$ cat src/rtl/lib_uart_pkg.sv
// lib_uart: shared types and constants for the UART transmit path.
//
// Contents:
//   UART_TX_STATE   transmitter FSM states. PARITY is always declared so that
//                   the encoding does not change with the parity build option.
//   FRAME_BITS_8N1  bit periods per frame without parity (start+8+stop)
//   FRAME_BITS_8E1  bit periods per frame with even parity
//   even_parity()   parity bit that makes the total count of ones even
`ifndef LIB_UART_SV
`define LIB_UART_SV

package lib_uart;

    typedef enum logic [2:0] {
        IDLE,
        START,
        DATA,
        PARITY,
        STOP
    } UART_TX_STATE;

    localparam int FRAME_BITS_8N1 = 10;
    localparam int FRAME_BITS_8E1 = 11;

    function automatic logic even_parity(input logic [7:0] data);
        return ^data;
    endfunction

endpackage

`endif

$ cat src/rtl/uart_baud_tick.sv
// uart_baud_tick: bit-period timer for the UART transmitter.
//
// A counter runs 0..CLKS_PER_BIT-1 and wraps. tick is high for the single
// cycle in which the counter holds CLKS_PER_BIT-1, i.e. the last cycle of a
// bit period. clear holds the counter at 0 so the first bit period after a
// frame is accepted is exactly CLKS_PER_BIT cycles long.
//
// Ports:
//   clk    system clock
//   reset  synchronous, active-high reset
//   clear  hold counter at 0
//   tick   one-cycle pulse on the last cycle of each bit period
module uart_baud_tick #(
    parameter int CLKS_PER_BIT = 4
) (
    input  logic clk,
    input  logic reset,
    input  logic clear,
    output logic tick
);

    localparam int CW = (CLKS_PER_BIT > 1) ? $clog2(CLKS_PER_BIT) : 1;
    localparam logic [CW-1:0] LAST = CW'(CLKS_PER_BIT - 1);

    logic [CW-1:0] count;

    // NOTE: sequential state is written with non-blocking assignments only, so
    // every register samples the pre-edge values of the others.
    always_ff @(posedge clk) begin
        if (reset || clear) begin
            count <= '0;
        end else if (count == LAST) begin
            count <= '0;
        end else begin
            count <= count + CW'(1);
        end
    end

    assign tick = (count == LAST);

endmodule

$ cat src/rtl/uart_tx_responder.sv
// uart_tx_responder: peripheral end of the CPU write channel.
//
// Accepts one byte per request while idle and serializes it LSB first as an
// asynchronous 8N1 frame (8E1 when UART_TX_PARITY_EN is defined). w_busy is
// high from the edge that accepts a byte until the edge that ends the stop
// bit; requests seen while busy are dropped.
//
// Build option:
//   UART_TX_PARITY_EN  insert an even-parity bit between data and stop
//
// Parameters:
//   CLK_FREQ   system clock in Hz
//   BAUD_RATE  serial bit rate; CLK_FREQ / BAUD_RATE must be at least 2
//
// Ports:
//   clk      system clock
//   reset    synchronous, active-high reset
//   w_req    write request (pulse or level), sampled only in IDLE
//   w_data   byte to send, valid with w_req
//   w_busy   frame in progress
//   uart_tx  serial output, idle high
module uart_tx_responder
    import lib_uart::*;
#(
    parameter int CLK_FREQ  = 27000000,
    parameter int BAUD_RATE = 115200
) (
    input  logic       clk,
    input  logic       reset,
    input  logic       w_req,
    input  logic [7:0] w_data,
    output logic       w_busy,
    output logic       uart_tx
);

    localparam int CLKS_PER_BIT = CLK_FREQ / BAUD_RATE;

    UART_TX_STATE state;
    logic [2:0]   bit_idx;
    logic [7:0]   shift;
    logic         tick;

    // Holding the timer clear throughout IDLE means it starts from 0 on the
    // cycle after acceptance, so the start bit lasts a full bit period.
    uart_baud_tick #(
        .CLKS_PER_BIT(CLKS_PER_BIT)
    ) u_baud_tick (
        .clk  (clk),
        .reset(reset),
        .clear(state == IDLE),
        .tick (tick)
    );

    // uart_tx and w_busy are registered so the line is glitch-free and each
    // new level appears on the edge that enters the corresponding state.
    always_ff @(posedge clk) begin
        if (reset) begin
            state   <= IDLE;
            bit_idx <= 3'd0;
            shift   <= 8'h00;
            uart_tx <= 1'b1;
            w_busy  <= 1'b0;
        end else begin
            case (state)
                IDLE: begin
                    if (w_req) begin
                        // Latched copy: later changes on w_data cannot
                        // disturb the frame in flight.
                        shift   <= w_data;
                        bit_idx <= 3'd0;
                        uart_tx <= 1'b0;
                        w_busy  <= 1'b1;
                        state   <= START;
                    end
                end

                START: begin
                    if (tick) begin
                        uart_tx <= shift[0];
                        bit_idx <= 3'd0;
                        state   <= DATA;
                    end
                end

                DATA: begin
                    if (tick) begin
                        if (bit_idx == 3'd7) begin
`ifdef UART_TX_PARITY_EN
                            uart_tx <= even_parity(shift);
                            state   <= PARITY;
`else
                            uart_tx <= 1'b1;
                            state   <= STOP;
`endif
                        end else begin
                            uart_tx <= shift[bit_idx + 3'd1];
                            bit_idx <= bit_idx + 3'd1;
                        end
                    end
                end

`ifdef UART_TX_PARITY_EN
                PARITY: begin
                    if (tick) begin
                        uart_tx <= 1'b1;
                        state   <= STOP;
                    end
                end
`endif

                STOP: begin
                    if (tick) begin
                        w_busy <= 1'b0;
                        state  <= IDLE;
                    end
                end

                // Unused encodings (and PARITY when parity is not built in)
                // fall back to a clean idle line.
                default: begin
                    uart_tx <= 1'b1;
                    w_busy  <= 1'b0;
                    state   <= IDLE;
                end
            endcase
        end
    end

endmodule

$ cat config.mk
export PLATFORM = sky130hd
export DESIGN_NAME = uart_tx_responder
export DESIGN_NICKNAME = d
export VERILOG_FILES = /design/src/rtl/lib_uart_pkg.sv /design/src/rtl/uart_baud_tick.sv /design/src/rtl/uart_tx_responder.sv
export SDC_FILE = /design/constraint.sdc
export NUM_CORES = 1
export LEC_CHECK = 0
export CAP_MARGIN = 0
export CORE_MARGIN = 2
export CORE_UTILIZATION = 57
export CTS_BUF_LIST = sky130_fd_sc_hd__clkbuf_8
export DETAILED_ROUTE_END_ITERATION = 6
export GPL_TIMING_DRIVEN = 0
export HOLD_SLACK_MARGIN = 0.05
export PLACE_DENSITY = 0.81
export SYNTH_ARGS = -nofsm -noshare
export SYNTH_HDL_FRONTEND = slang
export SYNTH_SLANG_ARGS = --single-unit
$ cat constraint.sdc
create_clock -name clk -period 2.4 [get_ports clk]
set_input_delay 0.48 -clock clk [delete_from_list [all_inputs] [get_ports clk]]
set_output_delay 0.48 -clock clk [all_outputs]
set_load 0.005 [all_outputs]
Word level (Yosys, flattened, before mapping)

Cells that the tools add are included.

Output and inout bits: 2
Word-level logic and storage cells: 52
Bits in registers: 24
Bits of input ports: 11

Equality and inequality tests: 11
Add/sub/neg operators: 2
Magnitude comparators: 1
Muxes and demuxes: 20
Reductions and logical operators: 10
Bitwise logic cells: 2

Operators with widths:

| cell                | number |
|---|---|
| $mux 3              | 8 |
| $ne 2x2->1 const B  | 6 |
| $pmux 3 s4          | 1 |
| $reduce_and 5->1    | 2 |
| $pmux 3 s3          | 1 |
| $add 8x1->8 const B | 1 |
| $eq 8x8->1 const B  | 1 |
| $mux 1              | 7 |
| $eq 3x3->1 const B  | 2 |
| $lt 3x4->1 const B  | 1 |
| $pmux 1 s4          | 1 |
| $reduce_and 4->1    | 1 |
| $reduce_or 2->1     | 2 |
| $add 3x1->3 const B | 1 |
| $bmux 1 s3          | 1 |
| $eq 3x1->1 const B  | 1 |
| $eq 3x2->1 const B  | 1 |
| $logic_not 3->1     | 1 |
| $pmux 1 s3          | 1 |
| $reduce_and 3->1    | 1 |
| $reduce_bool 3->1   | 1 |
| $not 1->1           | 2 |
| $reduce_and 2->1    | 1 |
| $logic_or 1x1->1    | 1 |

Longest topological paths before layout

Gate-level depths: netlist (run 1).

Depth after elaboration: 6
Gate-level depth with buffers: 6
Gate-level depth less buffers: 6

Hierarchy

A second synthesis (run 1) with hierarchy kept.

Cell total of the unflattened synthesis: 141
Area total of the unflattened synthesis: 1218.7 um^2

Modules (own cells, without submodules):

| module            | area an instance (um^2) | times used | cells an instance | sequential area each (um^2) |
|---|---|---|---|---|
| uart_tx_responder | 857.1                   | 1          | 102               | 320.3 |
| uart_baud_tick    | 361.6                   | 1          | 39                | 160.2 |

Worst setup path before layout (run 1)

Ideal clock, no wire load.

Path type: flip-flop to flip-flop
Start: register bit_idx[0]
End: register bit_idx[0]
Slack: 0.571 ns
Clock period less this slack: 1.829 ns
Arrival time: 1.759 ns
Library setup time: 0.070 ns
Cell stages (with the launch flop): 7
Path buffers: 0
Path through: dfxtp_1 -> ha_1 -> ha_1 -> or2_1 -> a211o_1 -> or4_1 -> a21oi_1

Cells in the longest elaborated chain, start to end: 4
Elaborated cells between the ends (all ways): 7
Classes of those cells: add/sub (1); eq/ne (2); mux (3); reduce/logical (1)

Ends and longest elaborated chain:

| what                   | line                    | source |
|---|---|---|
| from (decl)            | uart_tx_responder.sv:39 | `logic [2:0] bit_idx;` |
| from (signal assigned) | uart_tx_responder.sv:97 | `bit_idx <= bit_idx + 3'd1;` |
| $add 3x1->3            | uart_tx_responder.sv:97 |  |
| $mux 3                 | uart_tx_responder.sv:87 | `if (bit_idx == 3'd7) begin` |
| $mux 3                 | uart_tx_responder.sv:86 | `if (tick) begin` |
| $pmux 3 s3             | uart_tx_responder.sv:64 | `case (state)` |

Several ways; a longest one is shown, not always the timed one. The select of a mux whose other input is x is not followed.
A chain may end at the register's enable or synchronous reset.

Worst setup path after layout (run 1)

Same ends and word-level chain as after synthesis.

==> results.tsv, run 1 <==
stage	metric	value	unit
run_status	run_status	finished clean	
detailed_routing	final_antenna_net_count	0	
logic_synthesis	synth_cell_types	39	
detailed_routing	routed_wl	2.245	mm
logic_synthesis	synth_nets	148	
layout	multi_input_area	655.6	um^2
place	dp_worst_setup_slack	360.7	ps
place	numPortBuffers	11	
timing	finClkSkew	2.761	ps
clock_tree	clkTransAtPathRegs	80	ps
worst_setup_path	required	2600	ps
min_path	hp-class	register to register	
worst_setup_path	endpoint_kind	register	
timing	max_slew_margin	0.6584	
logic_synthesis	synth-seq-cells	24	
global_routing	met2_usage	0.3244	
timing	period_needed	1956	ps
layout	final_common_cell	dfxtp_1	
timing	fin_tns_setup	0	ps
detailed_routing	route.detailed.vias_per_inst	5.589	
detailed_routing	vias	978	
detailed_routing	post-route-drc-count	0	
power_and_ir_drop	ir_drop	440.9	uV
clock_tree	cts-root-buf	clkbuf_8	
detailed_routing	avgRoutedWirePerCell	12.83	um
place	dpl-instance-area	1330	um^2
worst_setup_path	ff2ff_path_depth	6	
worst_setup_path	crit_arrival	2150	ps
logic_synthesis	synth-seq-area-share	0.4051	
layout	layout.nets	164	
floorplanning	dieArea	2462	um^2
timing	maxSlewViolCount	0	
floorplanning	die-height	49.62	um
floorplanning	core_area	1962	um^2
layout	fill_cells	164	
logic_synthesis	synthTopCellsByArea	dfxtp_1 (41%), nand2_1 (6.3%), a21oi_1 (5.9%), nor2_1 (4.4%), xor2_1 (4.4%)	
worst_setup_path	r2r-end	bit_idx[0]	
layout	final_area	1385	um^2
global_routing	grt_overflow_total	0	
layout	seq_area	480.5	um^2
power_and_ir_drop	leakage	0.5291	nW
place	dpl.hpwl	1.683	mm
detailed_routing	drtIter0Drc	23	
layout	area_delta_synth_final	16.77	%
place	globalplace.congestion	0.8698	
floorplanning	die_w	49.62	um
logic_synthesis	yosysWarnings	0	
global_routing	use_met1	0.2755	
layout	final_cell_mix	dfxtp_1 (24), nand2_1 (20), a21oi_1 (14), nor2_1 (14), clkdlybuf4s50_1 (11)	
worst_setup_path	critPathLaunchType	register	
worst_setup_path	criticalPathCategory	register to register	
detailed_routing	dr.pass1.iters	4	
worst_setup_path	rrSetupSlack	440	ps
timing	tightest_slew	508.9	ps
logic_synthesis	synth_area_per_cell	8.918	um^2
layout	final_util	0.7060	
worst_setup_path	rr_startpoint	bit_idx[0]	
power_and_ir_drop	p_total	0.9067	mW
clock_tree	cts_buffers	3	
timing	rsz0062_at_grt	no	
worst_setup_path	crit_fanout	5	
global_routing	met3_usage	0.02121	
global_routing	grt_usage	0.2055	
clock_tree	cts_buffer_depth	2	
floorplanning	start_util	0.6046	
logic_synthesis	synth_area_leader_cell	dfxtp_1	
floorplanning	io_pins	13	
global_routing	grt-busiest-layer	met2	
layout	drive_above_1_share	0.1081	
clock_tree	cts-htree-levels	1	
global_routing	grt_max_degree	14	
timing	max_freq	511.3	MHz
logic_synthesis	ys.flop_type	dfxtp_1	
timing	setup_violations	0	
timing	final-hold-violation-count	0	
clock_tree	ctsResizeCount	0	
logic_synthesis	synth_area	1186	um^2
logic_synthesis	async_flop_share	0	
logic_synthesis	synth_top_area_frac	0.4051	
clock_tree	clkSinkCount	24	
logic_synthesis	synthCells	133	
global_routing	grt_pass1_wl	3.884	mm
global_routing	grt_antenna_before_repair	0	
power_and_ir_drop	p_per_area	654.6	nW/um^2
logic_synthesis	synth_edf_count	0	
clock_tree	cts_tree	yes	
worst_setup_path	worstSetupEndpoint	bit_idx[0]	
clock_tree	worstSkewPairLatency	260	ps
timing	setup_slack	444.1	ps
clock_tree	cts_setup_buffers	0	
floorplanning	rows	16	
global_routing	grt_pass1_vias	918	
job	drv_cap	0	
layout	diodes	0	
worst_setup_path	crit_start	bit_idx[0]	
timing	finalCritPeriodShare	0.8150	
clock_tree	hold_buffers	0	
[final cells by class]
| cell class | count | area share |
|---|---|---|
| clock buffer | 4 | 0.03975 |
| buffer | 6 | 0.03071 |
| sequential | 24 | 0.3469 |
| multi-input combinational | 101 | 0.4734 |
| timing repair buffer | 11 | 0.07949 |
| tap | 27 | 0.02439 |
| inverter | 2 | 0.005420 |
[through the flow]
stage / instances / hold WS [ps]
floorplan: 133 / 433.1
global placement: 171 / 440.0
detailed placement: 171 / 448.8
CTS: 175 / 460.3
global route: 175 / 479.5
finish: 175 / 459.1
[layer usage]
layer,vias to the layer above,part of all wire
met2,23,0.46
met4,0,0.019
met1,450,0.48
li1,499,-
met5,-,0
met3,6,0.035
[cells in the mapped netlist, types with 2 or more instances]
cell type and count:
mux2i_1 2, clkbuf_1 2, ha_1 4, a21oi_1 14
xor2_1 6, nor3_1 2, nand4_1 2, o21ai_0 5
and3_1 2, nor2_1 14, nand2_1 20, nand3_1 5
nand3b_1 2, buf_6 2, dfxtp_1 24, inv_1 2
nor2b_1 2, mux4_2 2
[registers in the layout, indices dropped and copies added (netlist names)]
register	flops
bit_idx	3
shift	8
u_baud_tick.count	8
w_busy	1
state	3
uart_tx	1
[worst min-delay path by stage]
| stage | end | from | depth (start not counted) |
|---|---|---|---|
| after detailed placement | shift[3] | shift[3] | 2 |
| after CTS | shift[3] | shift[3] | 2 |
| after floorplan | shift[4] | shift[4] | 2 |
| after global routing | shift[3] | shift[3] | 2 |
| after global placement | shift[7] | shift[7] | 2 |
| final | shift[7] | shift[7] | 2 |
[worst max-delay path: stages (launching register included)]
cell and delay, ps:
dfxtp_1 360, ha_1 210, ha_1 210, or2_1 230, a211o_1 340, or4_1 410
a21oi_1 140
[cells by family after synthesis]
kind of cell    share of synthesized area
mux                               0.07700
compound gates                     0.1519
simple gates                       0.2215
flops                              0.4051
xor+xnor                          0.05169
buf+inv                           0.04220
fa+ha+maj                         0.05063
[report_power, final]
group	internal (mW)	switching, mW	leakage [nW]	total (mW)
Combinational	0.0962	0.100	0.305	0.197
Clock	0.146	0.119	0.0288	0.265
Sequential	0.425	0.0196	0.196	0.445
Note: power is estimated with default switching activity, not from simulation.
==> run 2: changes to the inputs <==
- CORE_UTILIZATION: 57 -> 52
- PLACE_DENSITY: 0.81 -> 0.77
- clock period: 2.4 -> 1.6 ns (I/O delays scaled with it)
==> run 2 against run 1 <==
Against the previous run: the flow now finishes with violations (negative setup slack); final cell count rose by 7.4%; maximum frequency rose by 7.0%; routed wire length rose by 23%; clock power rose by 32%; sequential share of layout area fell by 3.3 points; sequential power rose by 49%; first-iteration DRC count rose by 22%; die area rose by 8.8%; final area rose by 13%.
==> results.tsv, run 2 (synthesized netlist as in run 1, its figures left out) <==
stage	metric	value	unit
timing	final-hold-violation-count	0	
layout	drive_above_1_share	0.2813	
timing	rsz0062_at_grt	yes	
clock_tree	worstSkewPairLatency	260	ps
min_path	hp-class	register to register	
layout	layout.nets	177	
clock_tree	cts_buffer_depth	2	
worst_setup_path	criticalPathCategory	register to register	
power_and_ir_drop	p_per_area	885.1	nW/um^2
worst_setup_path	required	1790	ps
clock_tree	cts-root-buf	clkbuf_8	
timing	setup_violations	5	
place	numPortBuffers	11	
detailed_routing	route.detailed.vias_per_inst	5.617	
layout	area_delta_synth_final	32.07	%
timing	tightest_slew	428.5	ps
global_routing	grt_usage	0.2135	
global_routing	grt_antenna_before_repair	0	
detailed_routing	final_antenna_net_count	0	
timing	max_slew_margin	0.7143	
worst_setup_path	crit_start	bit_idx[0]	
worst_setup_path	critPathLaunchType	register	
place	place_inst	172	
worst_setup_path	endpoint_kind	register	
layout	reg_top3	shift (8), u_baud_tick.count (8)	
worst_setup_path	crit_fanout	3	
clock_tree	cts_buffers	3	
clock_tree	cts_tree	yes	
clock_tree	cts-htree-levels	1	
power_and_ir_drop	ir_drop	601.6	uV
floorplanning	core_area	2191	um^2
worst_setup_path	crit_arrival	2020	ps
floorplanning	die_w	51.76	um
worst_setup_path	path_buf_inv	0	
global_routing	grt_pass1_wl	4.174	mm
worst_setup_path	ff2ff_path_depth	6	
detailed_routing	avgRoutedWirePerCell	14.63	um
clock_tree	clkTransAtPathRegs	80	ps
min_path	hold_start	shift[6]	
detailed_routing	vias	1056	
place	dpl.hpwl	1.684	mm
global_routing	grt_pass1_vias	970	
floorplanning	io_pins	13	
run_status	run_status	complete, but fails checks	
clock_tree	hold_buffers	0	
worst_setup_path	slowest_delay	410	ps
timing	finClkSkew	2.910	ps
floorplanning	start_util	0.5414	
detailed_routing	post-route-drc-count	0	
job	drv_cap	0	
worst_setup_path	r2r-end	bit_idx[0]	
layout	final_cell_mix	nand2_1 (20), dfxtp_1 (19), nor2_1 (14)	
floorplanning	rows	17	
min_path	holdPathEnd	shift[6]	
worst_setup_path	rrSetupSlack	-230	ps
global_routing	grt_max_degree	13	
run_status	violations	negative setup slack	
floorplanning	dieArea	2679	um^2
timing	fin_tns_setup	-564.6	ps
place	globalplace.congestion	0.8641	
global_routing	grt_overflow_total	0	
worst_setup_path	cp_cell_sequence	ha_4 -> ha_4 -> or2_4 -> a211o_1 -> or4_1 -> a21oi_1	
timing	maxSlewViolCount	0	
worst_setup_path	slowest_stage	or4_1	
clock_tree	clkSinkCount	24	
layout	final_common_cell	nand2_1	
layout	diodes	0	
timing	period_needed	1828	ps
min_path	worstHoldPathCells	2	
detailed_routing	dr.pass1.iters	4	
timing	max_freq	547.0	MHz
detailed_routing	drtIter0Drc	28	
power_and_ir_drop	leakage	0.6096	nW
detailed_routing	routed_wl	2.751	mm
layout	final-instance-count-excl-fill	188	
timing	setup_slack	-228.1	ps
timing	finalCritPeriodShare	1.143	
worst_setup_path	rr_startpoint	bit_idx[0]	
worst_setup_path	path_delay_family	simple AND/OR/NAND/NOR gates	
layout	final_util	0.7150	
floorplanning	die-height	51.76	um
worst_setup_path	cpMostUsedCell	ha_4	
-- run 2: changes by cell type in the layout (fill, tap and decap cells not counted), sizes merged --
cell / change
dlygate4sd2: +1
buf: +13
clkbuf: -1
clkdlybuf4s50: -1
-- run 2: worst min-delay path, stage by stage, from the launching register on --
cell     delay, ps
dfxtp_1        310
nand2_1         50
a21oi_1         50
-- run 2: routing by layer --
metal,track usage,routed length [um]
met1,0.2605,1202
met2,0.3526,1390
met3,0.04023,97
met4,0.1184,59
met5,0,0
-- run 2: cell type report --
class / instances / area, um^2
Multi-Input combinational cell: 101 / 738.2
Fill cell: 172 / 624.3
Clock buffer: 3 / 41.29
Inverter: 2 / 7.507
Timing Repair Buffer: 24 / 210.2
Tap cell: 28 / 35.03
Sequential cell: 24 / 491.7
Buffer: 6 / 42.54
-- run 2: worst max-delay path by stage --
stage                       to  slack, ps  cells after the start
detailed placement    state[2]       -300                      5
floorplan           bit_idx[0]       -110                      6
finish              bit_idx[0]       -230                      6
global route        bit_idx[0]       -280                      6
global placement      state[2]       -290                      5
CTS                 bit_idx[0]       -260                      6
-- run 2: repair_timing --
action                                 in CTS  in global routing
gates resized for setup                    12                 14
endpoints found under the hold margin       0                  0
setup endpoints to repair                  10                 15
setup buffers                              10                  3
pin swaps                                   3                  1
-- run 2: through the flow --
stage	area, um^2	hold slack [ps]	setup slack, ps	power, mW
finish	1567	457.3	-228.1	1.387
global route	1567	482.7	-281.1	1.446
CTS	1494	441.9	-256.3	1.344
detailed placement	1348	447.7	-297.6	0.9690
global placement	1348	441.7	-293.7	0.9596
floorplan	1202	433.1	-111.1	0.8808
-- run 2: power by group --
| group | switching [mW] | leakage, nW | internal [mW] |
|---|---|---|---|
| sequential | 0.0266 | 0.198 | 0.639 |
| clock | 0.183 | 0.0216 | 0.168 |
| combinational | 0.183 | 0.390 | 0.187 |
| total | 0.393 | 0.610 | 0.994 |
==> run 3: changes to the inputs <==
- CORE_UTILIZATION: 52 -> 57
- PLACE_DENSITY: 0.77 -> 0.81
- clock period: 1.6 -> 1.9 ns (I/O delays scaled with it)
==> run 3 against run 2 <==
Against the previous run: the flow now finishes without violations; final area is 11% lower; count of clock-buffer cells in the layout increased by 1; clock skew about the same; non-clock buffer count is 12 lower; flip-flop and latch count unchanged.
==> results.tsv, run 3 (synthesized netlist as in run 1, its figures left out) <==
stage	metric	value	unit
run_status	run_status	finished clean	
detailed_routing	dr.pass1.iters	4	
power_and_ir_drop	p_seq_frac	0.486	
worst_setup_path	crit_arrival	2070	ps
clock_tree	cts_tree	yes	
floorplanning	dieArea	2462	um^2
global_routing	grt_max_degree	14	
detailed_routing	drtIter0Drc	18	
floorplanning	start_util	0.6046	
floorplanning	die-height	49.62	um
timing	fin_tns_setup	0	ps
detailed_routing	routed_wl	2.265	mm
place	dpl-instance-area	1330	um^2
timing	max_slew_margin	0.6583	
power_and_ir_drop	ir_drop	567.7	uV
layout	final_cell_mix	dfxtp_1 (23), nand2_1 (20), a21oi_1 (14), nor2_1 (14), clkdlybuf4s50_1 (11)	
timing	maxSlewViolCount	0	
layout	final-instance-count-excl-fill	176	
worst_setup_path	crit_fanout	5	
layout	final_util	0.7117	
timing	setup_slack	18.98	ps
layout	reg_top3	shift (8), u_baud_tick.count (8)	
power_and_ir_drop	swShare	0.2660	
place	dpl.hpwl	1.683	mm
global_routing	met3_usage	0.02727	
layout	diodes	0	
timing	tightest_slew	509.1	ps
global_routing	use_met1	0.2697	
power_and_ir_drop	switching_power	0.3073	mW
detailed_routing	route.detailed.vias_per_inst	5.557	
clock_tree	hold_buffers	0	
timing	max_freq	531.6	MHz
clock_tree	clkTransAtPathRegs	80	ps
place	place_inst	171	
power_and_ir_drop	power_frac_clock	0.294	
power_and_ir_drop	internal_power	0.8477	mW
clock_tree	cts_buffer_depth	2	
worst_setup_path	endpoint_kind	register	
clock_tree	cts-htree-levels	1	
detailed_routing	post-route-drc-count	0	
place	globalplace.congestion	0.8698	
min_path	hp-class	register to register	
floorplanning	rows	16	
global_routing	grt_overflow_total	0	
timing	finalCritPeriodShare	0.9900	
power_and_ir_drop	power_frac_comb	0.220	
worst_setup_path	critPathLaunchType	register	
layout	final_area	1396	um^2
floorplanning	die_w	49.62	um
floorplanning	core_area	1962	um^2
timing	final-hold-violation-count	0	
clock_tree	cts_buffers	3	
clock_tree	cts-root-buf	clkbuf_8	
global_routing	grt_usage	0.2049	
timing	rsz0062_at_grt	yes	
global_routing	met2_usage	0.3244	
power_and_ir_drop	p_total	1.155	mW
timing	period_needed	1881	ps
detailed_routing	vias	978	
layout	final_common_cell	dfxtp_1	
layout	layout.nets	165	
timing	setup_violations	0	
place	dp_worst_setup_slack	-39.26	ps
global_routing	grt_pass1_vias	919	
worst_setup_path	required	2090	ps
detailed_routing	final_antenna_net_count	0	
clock_tree	clkSinkCount	24	
worst_setup_path	criticalPathCategory	register to register	
layout	area_delta_synth_final	17.72	%
global_routing	grt_antenna_before_repair	0	
clock_tree	worstSkewPairLatency	260	ps
timing	worst_hold_slack	459.2	ps
global_routing	grt_pass1_wl	3.870	mm
power_and_ir_drop	leakage	0.5314	nW
floorplanning	io_pins	13	
power_and_ir_drop	p_per_area	827.1	nW/um^2
place	numPortBuffers	11	
global_routing	grt-busiest-layer	met2	
job	drv_cap	0	
detailed_routing	avgRoutedWirePerCell	12.87	um
timing	finClkSkew	3.342	ps
layout	drive_above_1_share	0.1275	
[run 3: final timing paths]
kind	startpoint	slack (ps)	depth (start not counted)	end
setup / recovery	bit_idx[0]	20	6	bit_idx[0]
hold / removal	shift[7]	460	2	shift[7]
setup reg to reg	bit_idx[0]	20	6	bit_idx[0]
hold reg to reg	shift[7]	460	2	shift[7]
[run 3: cell type report]
class / instances / area, um^2
flip-flops and latches: 24 / 481.7
inverters: 2 / 7.507
fillers: 159 / 565.5
clock buffers: 4 / 55.05
well taps: 27 / 33.78
repair buffers: 12 / 117.6
plain buffers: 6 / 42.54
multi-input cells: 101 / 658.1
[run 3: power groups by stage]
| stage | Sequential, mW | Combinational (mW) | Clock [mW] |
|---|---|---|---|
| finish | 0.561 | 0.255 | 0.339 |
| CTS | 0.562 | 0.247 | 0.346 |
| detailed placement | 0.574 | 0.245 | 0 |
| floorplan | 0.568 | 0.172 | 0 |
| global placement | 0.571 | 0.238 | 0 |
| global route | 0.566 | 0.281 | 0.367 |
[run 3: worst max-delay path, stage by stage (launching register included)]
cell     delay, ps
dfxtp_2        350
ha_1           200
ha_2           190
or2_1          230
a211o_1        330
or4_1          400
a21oi_1        120
[run 3: repair_timing]
item / CTS / global route
buffers inserted: 0 / 1
resized for setup: 1 / 1
endpoints found under the setup margin: 1 / 1
pin swaps: 1 / 2
[run 3: per-layer routing]
| metal | vias up | routed length (um) | share of wire |
|---|---|---|---|
| li1 | 498 | - | - |
| met1 | 455 | 1128 | 0.50 |
| met2 | 19 | 1015 | 0.45 |
| met3 | 6 | 69 | 0.030 |
| met4 | 0 | 51 | 0.023 |
| met5 | - | 0 | 0 |
==> RTL change 1: new RTL, settings of run 3 <==
Encoding of `UART_TX_STATE`: now Gray code (3 bits for 5 states).
--- a/src/rtl/lib_uart_pkg.sv
+++ b/src/rtl/lib_uart_pkg.sv
@@ -13,9 +13,9 @@
 
     typedef enum logic [2:0] {
-        IDLE,
-        START,
-        DATA,
-        PARITY,
-        STOP
+        IDLE   = 3'b000,
+        START  = 3'b001,
+        DATA   = 3'b011,
+        PARITY = 3'b010,
+        STOP   = 3'b110
     } UART_TX_STATE;
 
Check against the original RTL: same outputs for any inputs over 10 cycles, from zero or initial values and one cycle with reset high; not proved beyond that.
==> RTL change 1 against run 3 <==
- routed wire length up 8.2%
- synthesized area shrank 0.42%
- worst setup slack gained 0.075 ns
- clock power grew 2%
- sequential cell count did not move
- cell area is 0.27% lower
- global-route usage increased by 0.44 points
- power down 6.9%
- combinational power is 28% lower
- die area decreased by 0.38%
==> RTL change 1: results (changes against run 3) <==
metric,value,unit,change
multi_input_area_share,48.0,%,was 47.1%
rrSetupSlack,0.09,ns,was 0.02 ns
via_count,1064,,was 978
dr.pass1.iters,4,,unchanged
buf_share,10.1,%,was 11.5%
clk_share,3.95,%,was 3.94%
holdCritStartpoint,shift[6]$_SDFFE_PP0P_,,was shift[7]$_SDFFE_PP0P_
worstHoldEndpoint,shift[6]$_SDFFE_PP0P_,,was shift[7]$_SDFFE_PP0P_
p_int,0.799,mW,was 0.848 mW
inv_count,4,,was 2
gp_congestion,0.912,,was 0.870
p_leak,0.489,nW,was 0.531 nW
ys_seq_area_share,40.7,%,was 40.5%
wl,2450,microns,was 2270 microns
p_seq,0.546,mW,was 0.561 mW
drive_gt1_share,7.69,%,was 12.8%
cpPeakStageDelay,0.42,ns,was 0.40 ns
track_usage,20.9,%,was 20.5%
design.seq.count,24,,unchanged
multi_input_cells,106,,was 101
dp_hpwl,1760,microns,was 1680 microns
netlist_top_cells_count,"dfxtp_1 (24), nand2_1 (22), nor2_1 (16), a21oi_1 (15)",,"was dfxtp_1 (24), nand2_1 (20), a21oi_1 (14), nor2_1 (14), xor2_1 (6)"
syn_nets,156,,was 148
synth_area_leaders,"dfxtp_1 (41%), nand2_1 (7.0%), a21oi_1 (6.4%)",,"was dfxtp_1 (41%), nand2_1 (6.3%), a21oi_1 (5.9%)"
drtIter0Drc,43,,was 18
cts_resized,0,,was 1
grt_pass1_wl,4030,microns,was 3870 microns
sh_seq_area,34.5,%,about the same
fillers,178,,was 159
p_clk_share,32.2,%,was 29.4%
ir_worst_vdd,0.000523,V,was 0.000568 V
nNetsFinal,172,,was 165
maxSlewHeadroom,66.4,%,was 65.8%
outcome,"complete, no violations",,unchanged
-- RTL change 1: cell families after synthesis --
family	Yosys count	synth area share [%]
flip-flops	24	40.7
AND/OR/NAND/NOR	59	23.9
adder cells (fa/ha/maj)	4	4.24
multiplexers	3	4.66
XOR/XNOR	7	5.19
buffers and inverters	11	3.81
AO/OA/AOI/OAI	33	17.5
-- RTL change 1: routing by layer --
metal | vias up | share of wire [%] | global-route usage [%]
met5 | - | 0 | 0
met4 | 0 | 2.5 | 8.33
met3 | 6 | 6.2 | 4.24
met2 | 52 | 47 | 32.9
met1 | 480 | 44 | 28.1
li1 | 526 | - | -
-- RTL change 1: per-stage QoR --
step	setup WS [ns]	hold slack (ns)	utilization [%]	cells	instance area, sq um
6_report	0.0935	0.457	71.0	183	1390
4_1_cts	0.0268	0.459	70.3	183	1380
3_5_place_dp	0.0200	0.447	67.5	179	1330
2_1_floorplan	0.213	0.433	-	141	1180
5_1_grt	0.00675	0.488	71.0	183	1390
3_3_place_gp	0.0543	0.440	67.5	179	1330
-- RTL change 1: how the worst max path moves through the flow --
stage / startpoint / endpoint / slack [ns] / cells past startpoint
finish: bit_idx[0]$_SDFFE_PP0P_ / bit_idx[0]$_SDFFE_PP0P_ / 0.09 / 6
global route: bit_idx[0]$_SDFFE_PP0P_ / bit_idx[0]$_SDFFE_PP0P_ / 0.007 / 6
CTS: bit_idx[0]$_SDFFE_PP0P_ / uart_tx$_SDFFE_PP1P_ / 0.03 / 5
detailed placement: w_req / bit_idx[0]$_SDFFE_PP0P_ / 0.02 / 5
global placement: w_req / bit_idx[0]$_SDFFE_PP0P_ / 0.05 / 5
floorplan: bit_idx[0]$_SDFFE_PP0P_ / uart_tx$_SDFFE_PP1P_ / 0.21 / 5
==> RTL change 2: new RTL, settings of run 3 <==
Without the edit above. `CLK_FREQ`: 27000000 -> 13500000.
--- a/src/rtl/uart_tx_responder.sv
+++ b/src/rtl/uart_tx_responder.sv
@@ -23,5 +23,5 @@
     import lib_uart::*;
 #(
-    parameter int CLK_FREQ  = 27000000,
+    parameter int CLK_FREQ  = 13500000,
     parameter int BAUD_RATE = 115200
 ) (
Function: no difference found for any inputs over 10 cycles, from zero or initial values and one cycle with reset high; that may be too few to reach the edited logic, so the function may still have changed.
==> RTL change 2 against run 3 <==
- critical endpoint is now uart_tx$_SDFFE_PP1P_
- sequential cell count down 1
- first-iteration DRC count down 33%
- cell area down 3.4%
- routed wire length up 0.40%
- worst setup slack better by 0.079 ns
- clock skew about the same
- synthesized area down 3.6%
- sequential share of layout area down 0.27 points
Power is not compared: it rests on default switching activity, and its combinational part moved more than twofold at a synthesized area within 25%.
==> RTL change 2: results (changes against run 3) <==
metric,value,unit,change
wl_met3,60,microns,was 69 microns
synth_area_leaders,"dfxtp_1 (40%), nand2_1 (7.2%), a21oi_1 (6.1%)",,"was dfxtp_1 (41%), nand2_1 (6.3%), a21oi_1 (5.9%)"
sh_seq_area,34.2,%,was 34.5%
grt_max_degree,13,,was 14
wl,2270,microns,about the same
gr-usage-met3,4.60,%,was 2.73%
multi_input_area_share,47.7,%,was 47.1%
globalRouteMet2Util,37.2,%,was 32.4%
buf_share,10.9,%,was 11.5%
netlist_top_cells_count,"dfxtp_1 (23), nand2_1 (22), a21oi_1 (14), nor2_1 (6), inv_1 (5)",,"was dfxtp_1 (24), nand2_1 (20), a21oi_1 (14), nor2_1 (14), xor2_1 (6)"
grt_pass1_vias,926,,was 919
syn_inst,131,,was 133
outcome,"complete, no violations",,unchanged
finalInstanceArea,1350,sq um,was 1400 sq um
fmax,0.555,GHz,was 0.532 GHz
nNetsFinal,162,,was 165
clockBufferCount,3,,was 4
crit_family,multiplexers,,was simple AND/OR/NAND/NOR gates
ys_types,37,,was 39
cpPeakStageDelay,0.48,ns,was 0.40 ns
synth_fa_ha_area_share,4.38,%,was 5.06%
multi_input_cells,96,,was 101
top_regs,"shift (8), u_baud_tick.count (7)",,"was shift (8), u_baud_tick.count (8)"
netlist_area,1140,sq um,was 1190 sq um
inv_count,5,,was 2
yosys-mux-area-fraction,7.55,%,was 7.70%
gp_congestion,0.866,,was 0.870
drive_gt1_share,14.4,%,was 12.8%
syn_nets,146,,was 148
pre_cts_ws,0.0184,ns,was -0.0393 ns
via_count,942,,was 978
cp_max_fo,4,,was 5
design.seq.count,23,,was 24
grt.met1_usage,25.4,%,was 27.0%
-- RTL change 2: cell count changes in the layout (fill, tap and decap cells not counted), sizes merged, moves of 2 or more --
cell	change
xor2	-3
nor2	-3
nand2b	+4
o21ai	-3
nand2	+2
buf	-2
nand3	-3
inv	+4
-- RTL change 2: report_power, final --
| part | switching [mW] | internal (mW) | total (mW) |
|---|---|---|---|
| combinational | 0.0490 | 0.0550 | 0.104 |
| clock | 0.157 | 0.145 | 0.302 |
| sequential | 0.0101 | 0.499 | 0.509 |
-- RTL change 2: worst paths after layout --
kind,start,to,cells after the start
worst max register to register,bit_idx[0]$_SDFFE_PP0P_,uart_tx$_SDFFE_PP1P_,6
worst min register to register,shift[4]$_SDFFE_PP0P_,shift[4]$_SDFFE_PP0P_,2
worst max-delay path,bit_idx[0]$_SDFFE_PP0P_,uart_tx$_SDFFE_PP1P_,6
worst min-delay path,shift[4]$_SDFFE_PP0P_,shift[4]$_SDFFE_PP0P_,2
